[src/rtl/fifo_word_assembler.sv]
// Packs WORDS consecutive FIFO items into one wide word offered over valid/ready.
// Optional registered parity output enabled by defining FIFO_ASM_PARITY_EN.
module fifo_word_assembler #(
    parameter int unsigned SIZE  = 2,
    parameter int unsigned WORDS = 4,
    parameter int unsigned IDX_W = 2
) (
    input  logic                    clk,
    input  logic                    reset_n,
    input  logic                    fifo_empty,
    input  logic [SIZE-1:0]         fifo_item,
    output logic                    fifo_read,
    output logic [WORDS*SIZE-1:0]   word_out,
    output logic                    word_valid,
    input  logic                    word_ready,
`ifdef FIFO_ASM_PARITY_EN
    output logic                    word_parity,
`endif
    output logic [7:0]              words_done
);

    localparam int unsigned WORD_W = WORDS * SIZE;

    localparam logic [0:0] ST_FILL = 1'b0;
    localparam logic [0:0] ST_OUT  = 1'b1;

    logic [0:0]        state, state_nxt;
    logic [IDX_W-1:0]  idx, idx_nxt;
    logic [WORD_W-1:0] word_nxt;
    logic              valid_nxt;
    logic [7:0]        done_nxt;
`ifdef FIFO_ASM_PARITY_EN
    logic              parity_nxt;
`endif

    // Pop straight off the FIFO head while filling; never while a word is pending.
    assign fifo_read = (state == ST_FILL) & ~fifo_empty & reset_n;

    always_ff @(posedge clk or negedge reset_n) begin
        if (!reset_n) begin
            state       <= ST_FILL;
            idx         <= '0;
            word_out    <= '0;
            word_valid  <= 1'b0;
            words_done  <= '0;
`ifdef FIFO_ASM_PARITY_EN
            word_parity <= 1'b0;
`endif
        end else begin
            state       <= state_nxt;
            idx         <= idx_nxt;
            word_out    <= word_nxt;
            word_valid  <= valid_nxt;
            words_done  <= done_nxt;
`ifdef FIFO_ASM_PARITY_EN
            word_parity <= parity_nxt;
`endif
        end
    end

    always_comb begin
        state_nxt  = state;
        idx_nxt    = idx;
        word_nxt   = word_out;
        valid_nxt  = word_valid;
        done_nxt   = words_done;
`ifdef FIFO_ASM_PARITY_EN
        parity_nxt = word_parity;
`endif
        if (state == ST_FILL) begin
            if (fifo_read) begin
                for (int unsigned i = 0; i < WORDS; i++) begin
                    if (idx == IDX_W'(i)) begin
                        word_nxt[i*SIZE +: SIZE] = fifo_item;
                    end
                end
                if (idx == IDX_W'(WORDS - 1)) begin
                    idx_nxt    = '0;
                    state_nxt  = ST_OUT;
                    valid_nxt  = 1'b1;
`ifdef FIFO_ASM_PARITY_EN
                    parity_nxt = ^word_nxt;
`endif
                end else begin
                    idx_nxt = idx + IDX_W'(1);
                end
            end
        end else begin
            // Word held until the downstream stage takes it.
            if (word_ready) begin
                valid_nxt = 1'b0;
                state_nxt = ST_FILL;
                done_nxt  = words_done + 8'd1;
            end
        end
    end

endmodule

[config.mk]
export PLATFORM = sky130hd
export DESIGN_NAME = fifo_word_assembler
export DESIGN_NICKNAME = d
export VERILOG_FILES = /design/src/rtl/fifo_word_assembler.sv
export SDC_FILE = /design/constraint.sdc
export NUM_CORES = 1
export LEC_CHECK = 0
export BUFFER_PORTS_ARGS = -buffer_cell sky130_fd_sc_hd__buf_2
export CELL_PAD_IN_SITES_DETAIL_PLACEMENT = 1
export CELL_PAD_IN_SITES_GLOBAL_PLACEMENT = 1
export CORE_MARGIN = 10
export CORE_UTILIZATION = 42
export CTS_CLUSTER_SIZE = 10
export DETAILED_ROUTE_END_ITERATION = 8
export GPL_TIMING_DRIVEN = 0
export PLACE_DENSITY_LB_ADDON = 0.3
export SYNTH_ARGS = -nofsm -noshare
export SYNTH_HDL_FRONTEND = slang
export SYNTH_SLANG_ARGS = --single-unit
[constraint.sdc]
create_clock -name clk -period 2.5 [get_ports clk]
set_input_delay 0.625 -clock clk [delete_from_list [all_inputs] [get_ports clk]]
set_output_delay 0.625 -clock clk [all_outputs]
set_load 0.01 [all_outputs]
==> Word level (Yosys, flattened, before mapping) <==
Index checks and enable logic that the tools add are counted.
{ "word_totals": {"inputBits": 6, "mem_bits_rw": 0, "out_inout_bits": 18, "memories": 0, "reg_bits": 20, "mem_bits_ro": 0, "latch_bits": 0} }
{ "classes": {"bitwise_logic": 4, "n_mul": 0, "muxes": 9, "order_cmp": 0, "addsub": 2, "shifts": 0, "n_reduce_logical": 10, "div": 0, "n_eq_ne": 4} }
{ "ops": {"columns": ["cell", "count"], "rows": [
  ["$reduce_and A3 Y1", 5],
  ["$add A8 B1 Y8 const B", 1],
  ["$mux W1", 8],
  ["$eq A2 B2 Y1 const B", 2],
  ["$reduce_and A2 Y1", 2],
  ["$reduce_bool A2 Y1", 2],
  ["$add A2 B1 Y2 const B", 1],
  ["$and A1 B1 Y1", 2],
  ["$eq A2 B1 Y1 const B", 1],
  ["$logic_not A2 Y1", 1],
  ["$mux W2", 1],
  ["$ne A2 B2 Y1 const B", 1],
  ["$not A1 Y1", 2]
]} }

==> Longest topological paths before layout <==
Gate-level depths: netlist of the first run.
{ "depth": {"word_depth": 5, "ltp_mapped": 4} }

==> Worst setup path after synthesis of the first run <==
OpenSTA, ideal clock, no wires.
{ "synth_timing": {"path_type": "input to output", "start": "in fifo_empty", "end": "out fifo_read", "setup_slack_ps": 899, "arrival_ps": 976, "stages": 1, "t_required_ps": 1875, "path_cell_list": "nor3b_4"} }
{ "synth_between": {"elab_chain_cells": 3} }
{ "synth_rtl": {"columns": ["element", "line", "rtl"], "rows": [
  ["start, declared", "10", "input logic fifo_empty,"],
  ["$not A1 Y1", "37", "assign fifo_read = (state == ST_FILL) & ~fifo_empty & reset_n;"],
  ["$and A1 B1 Y1 (2 in a row)", "37", null],
  ["end, declared", "12", "output logic fifo_read,"]
]} }
Every way passes these cells.

==> Worst setup path after layout of the first run <==
{ "layout_timing": {"start": "in reset_n", "end": "out fifo_read"} }
{ "layout_between": {"elab_chain_cells": 1} }
{ "layout_rtl": {"columns": ["element", "line", "rtl"], "rows": [
  ["start, declared", "9", "input logic reset_n,"],
  ["$and A1 B1 Y1", "37", null]
]} }
Every way passes these cells.

==> out/metrics.yaml, run 1 <==
outcome: "complete, no violations"
r2r-end: "word_out[4]"
grt_max_degree: 22
cp.arrival_ps: 1670
die_w_um: 65.5
yosysTopAreaCell: "dfrtp_1"
cts_tree: "built"
start_util_pct: 44.3
critPathRequiredTime_ps: 1880
yosysMostFrequentCell: "dfrtp_1"
hold_path_class: "input pin to async pin"
drtPass1Iterations: 4
wl_per_cell_um: 15.6
insertion_delay_ps: 300
combPwrFrac_pct: 31.6
syn_avg_cell_area_um2: 12.6
num_vias: 610
cts_root_buf: "clkbuf_4"
final_nets: 108
post-place-ws_ps: 158
tns_ps: 0
netlist_area_um2: 870
cts_inserted_buffers: 3
critPathMaxFanout: 21
seq_power_share_pct: 45.5
synth_edf_count: 0
crit_type: "input pin to output pin"
drc_errors: 0
hold_viol: 0
crit_slowest_cell: "nor3b_4"
powerDensity_mw_per_mm2: 1080
die_h_um: 65.5
portBuffers: 23
syn_to_final_growth_pct: 23.2
async_flop_share_pct: 100
cpMostUsedCell: "buf_2"
total_power_w: 0.00116
fin_crit_ps: 2290
switching_power_w: 0.000383
ys.flop_type: "dfrtp_1"
yosysWarningCount: 0
maxCapViolCount: 0
cts-hold-fix-buffers: 0
intPower_w: 0.000777
worst_hold_slack_ps: 260
clk_pin_slew_worst_paths_ps: 130
yosysTopAreaCellShare_pct: 57.6
critPathTopFamily: "buffers and inverters"
p_leak_nw: 0.544
maxSlewHeadroom_pct: 67.8
ctsResizeCount: 0
antenna_cells: 0
rsz0062_at_grt: "no"
dieArea_mm2: 0.00429
ir_worst_vdd_mv: 0.587
syn_nets: 80
reg2reg_from: "state"
path_cells: "buf_2, nor3b_4, buf_2"
vias_per_cell: 4.96
worst_slew_pin_slew_ps: 484
fin_crit_sh_pct: 91.8
ys_seq_elements: 20
synth_cell_types: 16
power_frac_clock_pct: 22.9
critical-path-max-stage-delay_ps: 440
rr_worst_depth: 3
grt_util_all_layers_pct: 9.55
antenna_found_initial: 0
cts_sinks: 20
yosysSeqAreaShare_pct: 57.6
htree_levels: 1
num_io_pins: 24
setup_ws_ps: 206
postCtsSetupBuffers: 0
grt_pass1_vias: 704
clock_path_buffers: 2
grt_pass1_wl_mm: 3.25
wl_mm: 1.92
cp-start-kind: "input pin"
r2r_setup_slack_ps: 1120
layout-drive-gt1-share_pct: 39.6
clock_skew_ps: 13.2
place_hpwl_mm: 1.52
synth_area_leaders: "dfrtp_1 (58%), mux2_2 (12%), ha_1 (7.2%), xnor2_1 (5.0%), nand2_1 (4.3%)"
switching_share_pct: 33.0
synth_commonest_cells: "dfrtp_1 (20), nand2_1 (10), mux2_2 (9)"
final_util_pct: 54.6
drt_iter0_drc: 17
core-area_mm2: 0.00196
cp_num_buf_inv: 2
setup_viol: 0
drv_slew: 0
postRouteAntennaNets: 0
syn_inst: 69
max_freq_mhz: 436
grt.overflow.total: 0
gp_routability_congestion: 0.695
row_count: 16
end_kind: "output pin"
==> power groups by stage <==
stage	registers [W]	logic [W]	clock network [W]
after floorplan	0.000566	0.000167	0
after detailed placement	0.000537	0.000377	0
after global placement	0.000526	0.000359	0
final	0.000528	0.000366	0.000265
after CTS	0.000530	0.000379	0.000273
after global routing	0.000544	0.000417	0.000283
==> metrics by stage <==
step,instances,area (um2)
after floorplan,69,870
after global placement,119,1020
after detailed placement,119,1020
after CTS,123,1070
after global routing,123,1070
final,123,1070
==> placed cells by master (no fill, tap or decap) <==
master     Yosys  routed
nand3_1        3       3
nor3b_4        1       1
inv_1          3       3
and3_1         1       1
nand4_1        2       2
xor2_1         2       2
xnor2_1        5       5
mux2_2         9       9
and4_1         1       1
bufinv_16      0       1
nand2_1       10      10
nand2_2        1       1
buf_2          0      23
dfrtp_1       20      20
clkbuf_4       0       3
ha_1           5       5
nor3_1         1       1
o21ai_0        3       3
nor2_1         2       2
==> routing by layer <==
| metal | GRT usage [%] | share of wire (%) |
|---|---|---|
| met3 | 3.39 | 6.1 |
| met2 | 18.3 | 54 |
| met1 | 9.44 | 39 |
| met4 | 2.41 | 0.42 |
| met5 | 0 | 0 |
==> worst max-delay path by stage <==
stage          slack (ps)  startpoint         to  cells after the start
2_1_floorplan         900  fifo_empty  fifo_read                      1
3_3_place_gp          180     reset_n  fifo_read                      3
3_5_place_dp          160     reset_n  fifo_read                      3
4_1_cts               160     reset_n  fifo_read                      3
5_1_grt                80     reset_n  fifo_read                      3
6_report              210     reset_n  fifo_read                      3
==> cells by family (layout without fill, tap and decap cells) <==
group | count (synthesis) | after routing | synth area share [%]
multiplexers | 9 | 9 | 11.7
AND/OR/NAND/NOR | 22 | 22 | 13.5
buffers and inverters | 3 | 30 | 1.29
adder cells (fa/ha/maj) | 5 | 5 | 7.19
XOR/XNOR | 7 | 7 | 7.05
AO/OA/AOI/OAI | 3 | 3 | 1.73
flip-flops | 20 | 20 | 57.6
==> sequential cells by signal, summed over array words and instances, names as in the netlist <==
| register | cells |
|---|---|
| word_valid | 1 |
| words_done | 8 |
| idx | 2 |
| state | 1 |
| word_out | 8 |
==> layout make-up <==
type,count,area [um2]
fillers,236,891
flip-flops and latches,20,500
multi-input cells,46,358
repair buffers,23,115
well taps,27,33.8
clock inverters,1,30.0
clock buffers,3,22.5
inverters,3,11.3
==> worst reg2reg max path, delay by kind of cell (launching register included) <==
kind | cells | cell delay, ps
flops | 1 | 480
simple gates | 2 | 530
mux | 1 | 290
Power figures use the tool's default switching activity.
==> inputs of run 2 (changes only) <==
--- a/config.mk
+++ b/config.mk
@@ -5,11 +5,12 @@
 export SDC_FILE = /design/constraint.sdc
 export NUM_CORES = 1
 export LEC_CHECK = 0
+export ABC_AREA = 1
 export BUFFER_PORTS_ARGS = -buffer_cell sky130_fd_sc_hd__buf_2
 export CELL_PAD_IN_SITES_DETAIL_PLACEMENT = 1
 export CELL_PAD_IN_SITES_GLOBAL_PLACEMENT = 1
 export CORE_MARGIN = 10
-export CORE_UTILIZATION = 42
+export CORE_UTILIZATION = 41
 export CTS_CLUSTER_SIZE = 10
 export DETAILED_ROUTE_END_ITERATION = 8
 export GPL_TIMING_DRIVEN = 0
==> run 2 against run 1 <==
Final cell count increased by 20%. Clock skew is 11 ps lower. Area after synthesis up 7.6%. Non-clock buffer count unchanged. Via count is 14% higher. Worst hold slack gained 28 ps. Count of clock-buffer cells in the layout unchanged. Combinational power up 7.7%. Global-route usage down 0.37 points. Maximum frequency is 7.9% higher. Die area is 7.1% higher.
==> out/metrics.yaml, run 2 <==
setup_ws_ps: 374  # was 206 ps
syn_to_final_growth_pct: 18.4  # was 23.2%
grt_util_all_layers_pct: 9.17  # was 9.55%
dieArea_mm2: 0.00459  # was 0.00429 mm2
yosysMostFrequentCell: "nand2_1"  # was dfrtp_1
worst_slew_pin_slew_ps: 506  # was 484 ps
syn_inst: 94  # was 69
rsz0062_at_grt: "no"  # unchanged
clock_skew_ps: 2.15  # was 13.2 ps
num_vias: 694  # was 610
drt_iter0_drc: 45  # was 17
fin_cells: 148  # was 123
htree_levels: 1  # unchanged
hold_viol: 0  # unchanged
fin_crit_sh_pct: 85.1  # was 91.8%
yosysTopAreaCell: "dfrtp_1"  # unchanged
synth_area_leaders: "dfrtp_1 (53%), nand2_1 (10%), ha_1 (6.7%), o21ai_1 (4.3%), inv_1 (4.0%)"  # was dfrtp_1 (58%), mux2_2 (12%), ha_1 (7.2%), xnor2_1 (5.0%), nand2_1 (4.3%)
cp.arrival_ps: 1500  # was 1670 ps
async_flop_share_pct: 100  # unchanged
maxSlewHeadroom_pct: 66.2  # was 67.8%
outcome: "complete, no violations"  # unchanged
die_h_um: 67.8  # was 65.5 um
syn_avg_cell_area_um2: 9.96  # was 12.6 um2
powerDensity_mw_per_mm2: 957  # was 1080 mW/mm2
core-area_mm2: 0.00219  # was 0.00196 mm2
layout-drive-gt1-share_pct: 33.3  # was 39.6%
reg2reg_from: "words_done[0]"  # was state
netlist_area_um2: 936  # was 870 um2
wl_met2_mm: 1.06  # was 1.04 mm
p_leak_nw: 0.620  # was 0.544 nW
drc_errors: 0  # unchanged
r2r_setup_slack_ps: 1340  # was 1120 ps
antenna_found_initial: 0  # unchanged
row_count: 17  # was 16
post-place-ws_ps: 345  # was 158 ps
insertion_delay_ps: 290  # was 300 ps
die_w_um: 67.8  # was 65.5 um
portBuffers: 23  # unchanged
maxCapViolCount: 0  # unchanged
rr_worst_depth: 6  # was 3
m1WireLength_um: 817  # was 752 um
cts_tree: "built"  # unchanged
ctsResizeCount: 0  # unchanged
cts_sinks: 20  # unchanged
place_hpwl_mm: 1.60  # was 1.52 mm
clock_path_buffers: 2  # unchanged
grt_max_degree: 22  # unchanged
yosysTopAreaCellShare_pct: 53.5  # was 57.6%
critPathRequiredTime_ps: 1880  # about the same
vias_per_cell: 4.69  # was 4.96
end_kind: "output pin"  # unchanged
drtPass1Iterations: 4  # unchanged
reg_top3: "word_out: 8 flops, words_done: 8 flops, idx: 2 flops"  # unchanged
synth_edf_count: 0  # unchanged
gp_routability_congestion: 0.670  # was 0.695
fin_crit_ps: 2130  # was 2290 ps
layout_commonest_cell: "nand2_1"  # was buf_2
final_nets: 133  # was 108
cts_inserted_buffers: 3  # unchanged
final_cell_mix: "nand2_1 (25), buf_2 (23), dfrtp_1 (20)"  # was buf_2 (23), dfrtp_1 (20), nand2_1 (10)
syn_nets: 105  # was 80
dpl.cell_count: 145  # was 119
drv_slew: 0  # unchanged
synth_commonest_cells: "nand2_1 (25), dfrtp_1 (20), inv_1 (10)"  # was dfrtp_1 (20), nand2_1 (10), mux2_2 (9)
num_io_pins: 24  # unchanged
r2r-end: "words_done[6]"  # was word_out[4]
wl_per_cell_um: 13.5  # was 15.6 um
antenna_cells: 0  # unchanged
grt_pass1_vias: 702  # was 704
total_power_w: 0.00106  # was 0.00116 W
max_freq_mhz: 470  # was 436 MHz
synth_cell_types: 19  # was 16
ys_seq_elements: 20  # unchanged
ys.flop_type: "dfrtp_1"  # unchanged
hold_path_class: "input pin to async pin"  # unchanged
tns_ps: 0  # unchanged
ir_worst_vdd_mv: 0.441  # was 0.587 mV
yosysSeqAreaShare_pct: 53.5  # was 57.6%
postCtsSetupBuffers: 0  # unchanged
yosysWarningCount: 0  # unchanged
start_util_pct: 42.7  # was 44.3%
cp-start-kind: "input pin"  # unchanged
grt_pass1_wl_mm: 3.26  # was 3.25 mm
setup_viol: 0  # unchanged
wl_mm: 2.00  # was 1.92 mm
cts-hold-fix-buffers: 0  # unchanged
crit_type: "input pin to output pin"  # unchanged
clk_pin_slew_worst_paths_ps: 100  # was 130 ps
met3_length_um: 106  # was 117 um
top_layer_used: "met4"  # unchanged
final_util_pct: 50.6  # was 54.6%
n_fill_cell: 279  # was 236
postRouteAntennaNets: 0  # unchanged
grt.overflow.total: 0  # unchanged
critPathMaxFanout: 21  # unchanged
cts_root_buf: "clkbuf_4"  # unchanged
==> run 2: metal layers <==
layer / up-vias / track usage [%]
li1: 345 / -
met1: 336 / 9.77
met2: 11 / 16.5
met3: 2 / 2.64
met4: 0 / 3.77
met5: - / 0
==> run 2: area by class of cell <==
type	count	area, um2	share of cell area, %
flip-flops and latches	20	500	45.1
multi-input cells	63	394	35.6
repair buffers	23	115	10.4
inverters	11	41.3	3.72
well taps	28	35.0	3.16
clock buffers	3	22.5	2.03
==> run 2: worst max-delay path by stage <==
stage / from / slack [ps] / end / depth (start not counted)
final: reset_n / 370 / fifo_read / 4
after global routing: reset_n / 250 / fifo_read / 4
after CTS: reset_n / 340 / fifo_read / 4
after detailed placement: reset_n / 340 / fifo_read / 4
after global placement: reset_n / 360 / fifo_read / 4
after floorplan: reset_n / 1040 / fifo_read / 2
==> run 2: kinds of logic after synthesis <==
family,after synthesis,share of synthesized area (%)
AOI/OAI and AO/OA,12,6.82
xor gates and xnor gates,4,3.74
adders and majority gates,5,6.68
buffers and inverters,11,4.41
DFF,20,53.5
muxes,1,1.20
and+or+nand+nor,41,23.7
==> run 2: critical path: stages <==
cell	delay, ps
buf_2	410
nand2_4	120
nor2_8	180
buf_2	160
==> run 2: where the power goes <==
part           internal [W]  switching (W)  leakage (nW)
combinational      0.000167       0.000227         0.353
sequential         0.000437      0.0000825         0.253
clock             0.0000560      0.0000908        0.0138
total              0.000660       0.000401         0.620
==> run 2: metrics by stage <==
stage	hold slack [ps]	cell area, um2
2_1_floorplan	329	936
3_3_place_gp	464	1090
3_5_place_dp	470	1090
4_1_cts	291	1110
5_1_grt	309	1110
6_report	288	1110
==> inputs of run 3 (changes only) <==
--- a/config.mk
+++ b/config.mk
@@ -10,11 +10,11 @@
 export CELL_PAD_IN_SITES_DETAIL_PLACEMENT = 1
 export CELL_PAD_IN_SITES_GLOBAL_PLACEMENT = 1
 export CORE_MARGIN = 10
-export CORE_UTILIZATION = 41
+export CORE_UTILIZATION = 34
 export CTS_CLUSTER_SIZE = 10
 export DETAILED_ROUTE_END_ITERATION = 8
 export GPL_TIMING_DRIVEN = 0
-export PLACE_DENSITY_LB_ADDON = 0.3
+export PLACE_DENSITY_LB_ADDON = 0.25
 export SYNTH_ARGS = -nofsm -noshare
 export SYNTH_HDL_FRONTEND = slang
 export SYNTH_SLANG_ARGS = --single-unit
==> constraint.sdc (replaced) <==
create_clock -name clk -period 1.8 [get_ports clk]
set_input_delay 0.45 -clock clk [delete_from_list [all_inputs] [get_ports clk]]
set_output_delay 0.45 -clock clk [all_outputs]
set_load 0.1 [all_outputs]
==> run 3 against run 2 <==
Sequential share of layout area fell by 1.6 points. Global-route usage fell by 0.51 points. Core utilization fell by 5.4 points. Sequential cell count did not move. Largest cell class unchanged. Via count rose by 0.72%. Routed wire length rose by 1.8%. First-iteration DRC count fell by 13%. Final area rose by 3.7%. Non-clock buffer count rose by 1. Clock skew rose by 9.4 ps. Critical path depth fell by 3.
==> out/metrics.yaml, run 3 (same netlist as run 2, synthesis figures left out) <==
drtPass1Iterations: 4  # unchanged
cts_sinks: 20  # unchanged
layout_commonest_cell: "nand2_1"  # unchanged
maxSlewHeadroom_pct: 67.4  # was 66.2%
wl_mm: 2.04  # was 2.00 mm
hold_path_class: "input pin to async pin"  # unchanged
gp_routability_congestion: 0.735  # was 0.670
hold_viol: 0  # unchanged
cts_tree: "built"  # unchanged
start_util_pct: 36.8  # was 42.7%
final_cell_mix: "nand2_1 (25), buf_2 (21), dfrtp_1 (20)"  # was nand2_1 (25), buf_2 (23), dfrtp_1 (20)
crit_slowest_cell: "buf_2"  # unchanged
seq_area_um2: 500  # unchanged
syn_to_final_growth_pct: 22.9  # was 18.4%
clock_skew_ps: 11.5  # was 2.15 ps
die_w_um: 72.5  # was 67.8 um
maxCapViolCount: 0  # unchanged
rsz0062_at_grt: "no"  # unchanged
postRouteAntennaNets: 0  # unchanged
dieArea_mm2: 0.00525  # was 0.00459 mm2
fin_crit_sh_pct: 92.0
reg_top3: "word_out: 8 flops, words_done: 8 flops, idx: 2 flops"  # unchanged
core-area_mm2: 0.00254  # was 0.00219 mm2
end_kind: "output pin"  # unchanged
critPathRequiredTime_ps: 1350  # was 1880 ps
num_io_pins: 24  # unchanged
grt_pass1_wl_mm: 3.76  # was 3.26 mm
cts_root_buf: "clkbuf_4"  # unchanged
row_count: 18  # was 17
outcome: "complete, no violations"  # unchanged
grt.overflow.total: 0  # unchanged
antenna_found_initial: 0  # unchanged
setup_viol: 0  # unchanged
grt_util_all_layers_pct: 8.66  # was 9.17%
grt_max_degree: 22  # unchanged
worst_slew_pin_slew_ps: 493  # was 506 ps
wl_per_cell_um: 13.4  # was 13.5 um
multi_input_area_um2: 394  # unchanged
worst_hold_slack_ps: 19.3  # was 288 ps
htree_levels: 1  # unchanged
critPathTopFamily: "buffers and inverters"  # unchanged
portBuffers: 23  # unchanged
cts-hold-fix-buffers: 0  # unchanged
cp.arrival_ps: 1210  # was 1500 ps
clock_path_buffers: 2  # unchanged
vias_per_cell: 4.60  # was 4.69
place_hpwl_mm: 1.65  # was 1.60 mm
drv_slew: 0  # unchanged
die_h_um: 72.5  # was 67.8 um
max_freq_mhz: 604
cts_inserted_buffers: 3  # unchanged
critPathMaxFanout: 5  # was 21
clk_pin_slew_worst_paths_ps: 120  # was 100 ps
antenna_cells: 0  # unchanged
cp-start-kind: "flip-flop"  # was input pin
grt_pass1_vias: 819  # was 702
drc_errors: 0  # unchanged
n_fill_cell: 320  # was 279
critical-path-max-stage-delay_ps: 460  # was 410 ps
path_cells: "buf_2"  # was buf_2, nand2_4, nor2_8, buf_2
layout-drive-gt1-share_pct: 34.4  # was 33.3%
crit_type: "flip-flop to output pin"  # was input pin to output pin
num_vias: 699  # was 694
fin_crit_ps: 1660
drt_iter0_drc: 39  # was 45
insertion_delay_ps: 300  # was 290 ps
cp_num_buf_inv: 1  # was 2
final_nets: 134  # was 133
[run 3: area by class of cell]
class | count | share of cell area, %
clock buffers | 4 | 3.16
inverters | 11 | 3.59
multi-input cells | 63 | 34.3
flip-flops and latches | 20 | 43.5
well taps | 30 | 3.26
repair buffers | 24 | 12.2
[run 3: what timing repair did]
action | CTS | global route
pin swaps | 0 | 1
buffers inserted | 0 | 1
hold endpoints to repair | 0 | 0
setup endpoints to repair | 1 | 1
resized for setup | 3 | 2
[run 3: final timing paths]
path                               startpoint       endpoint  slack, ps  cells after the start
worst max-delay path            words_done[3]  words_done[3]        140                      1
worst min-delay path                  reset_n  words_done[5]         20                      1
worst max register to register          state    word_out[0]        600                      7
worst min register to register    word_out[6]    word_out[6]        490                      2
max in group asynchronous             reset_n    word_out[7]       1540                      1
min in group clk                   word_ready          state        370                      2
[run 3: per-layer routing]
layer | global-route usage, % | up-vias | routed length [um]
met3 | 2.99 | 2 | 143
li1 | - | 344 | -
met2 | 15.3 | 14 | 1010
met1 | 9.34 | 339 | 868
met4 | 3.16 | 0 | 12
met5 | 0 | - | 0
[run 3: stage by stage]
step	area, um2	std cells	setup WS [ps]	TNS [ps]	utilization (%)
6_report	1150	152	144	0	45.2
3_3_place_gp	1090	147	-331	-331	42.8
4_1_cts	1130	151	21.8	0	44.5
2_1_floorplan	936	94	50.8	0	-
5_1_grt	1150	152	68.0	0	45.2
3_5_place_dp	1090	147	-332	-332	42.8
Power of run 3 is left out: the tool's default activity adds up to more than one toggle a clock period on the data nets, which glitch-free logic cannot reach.
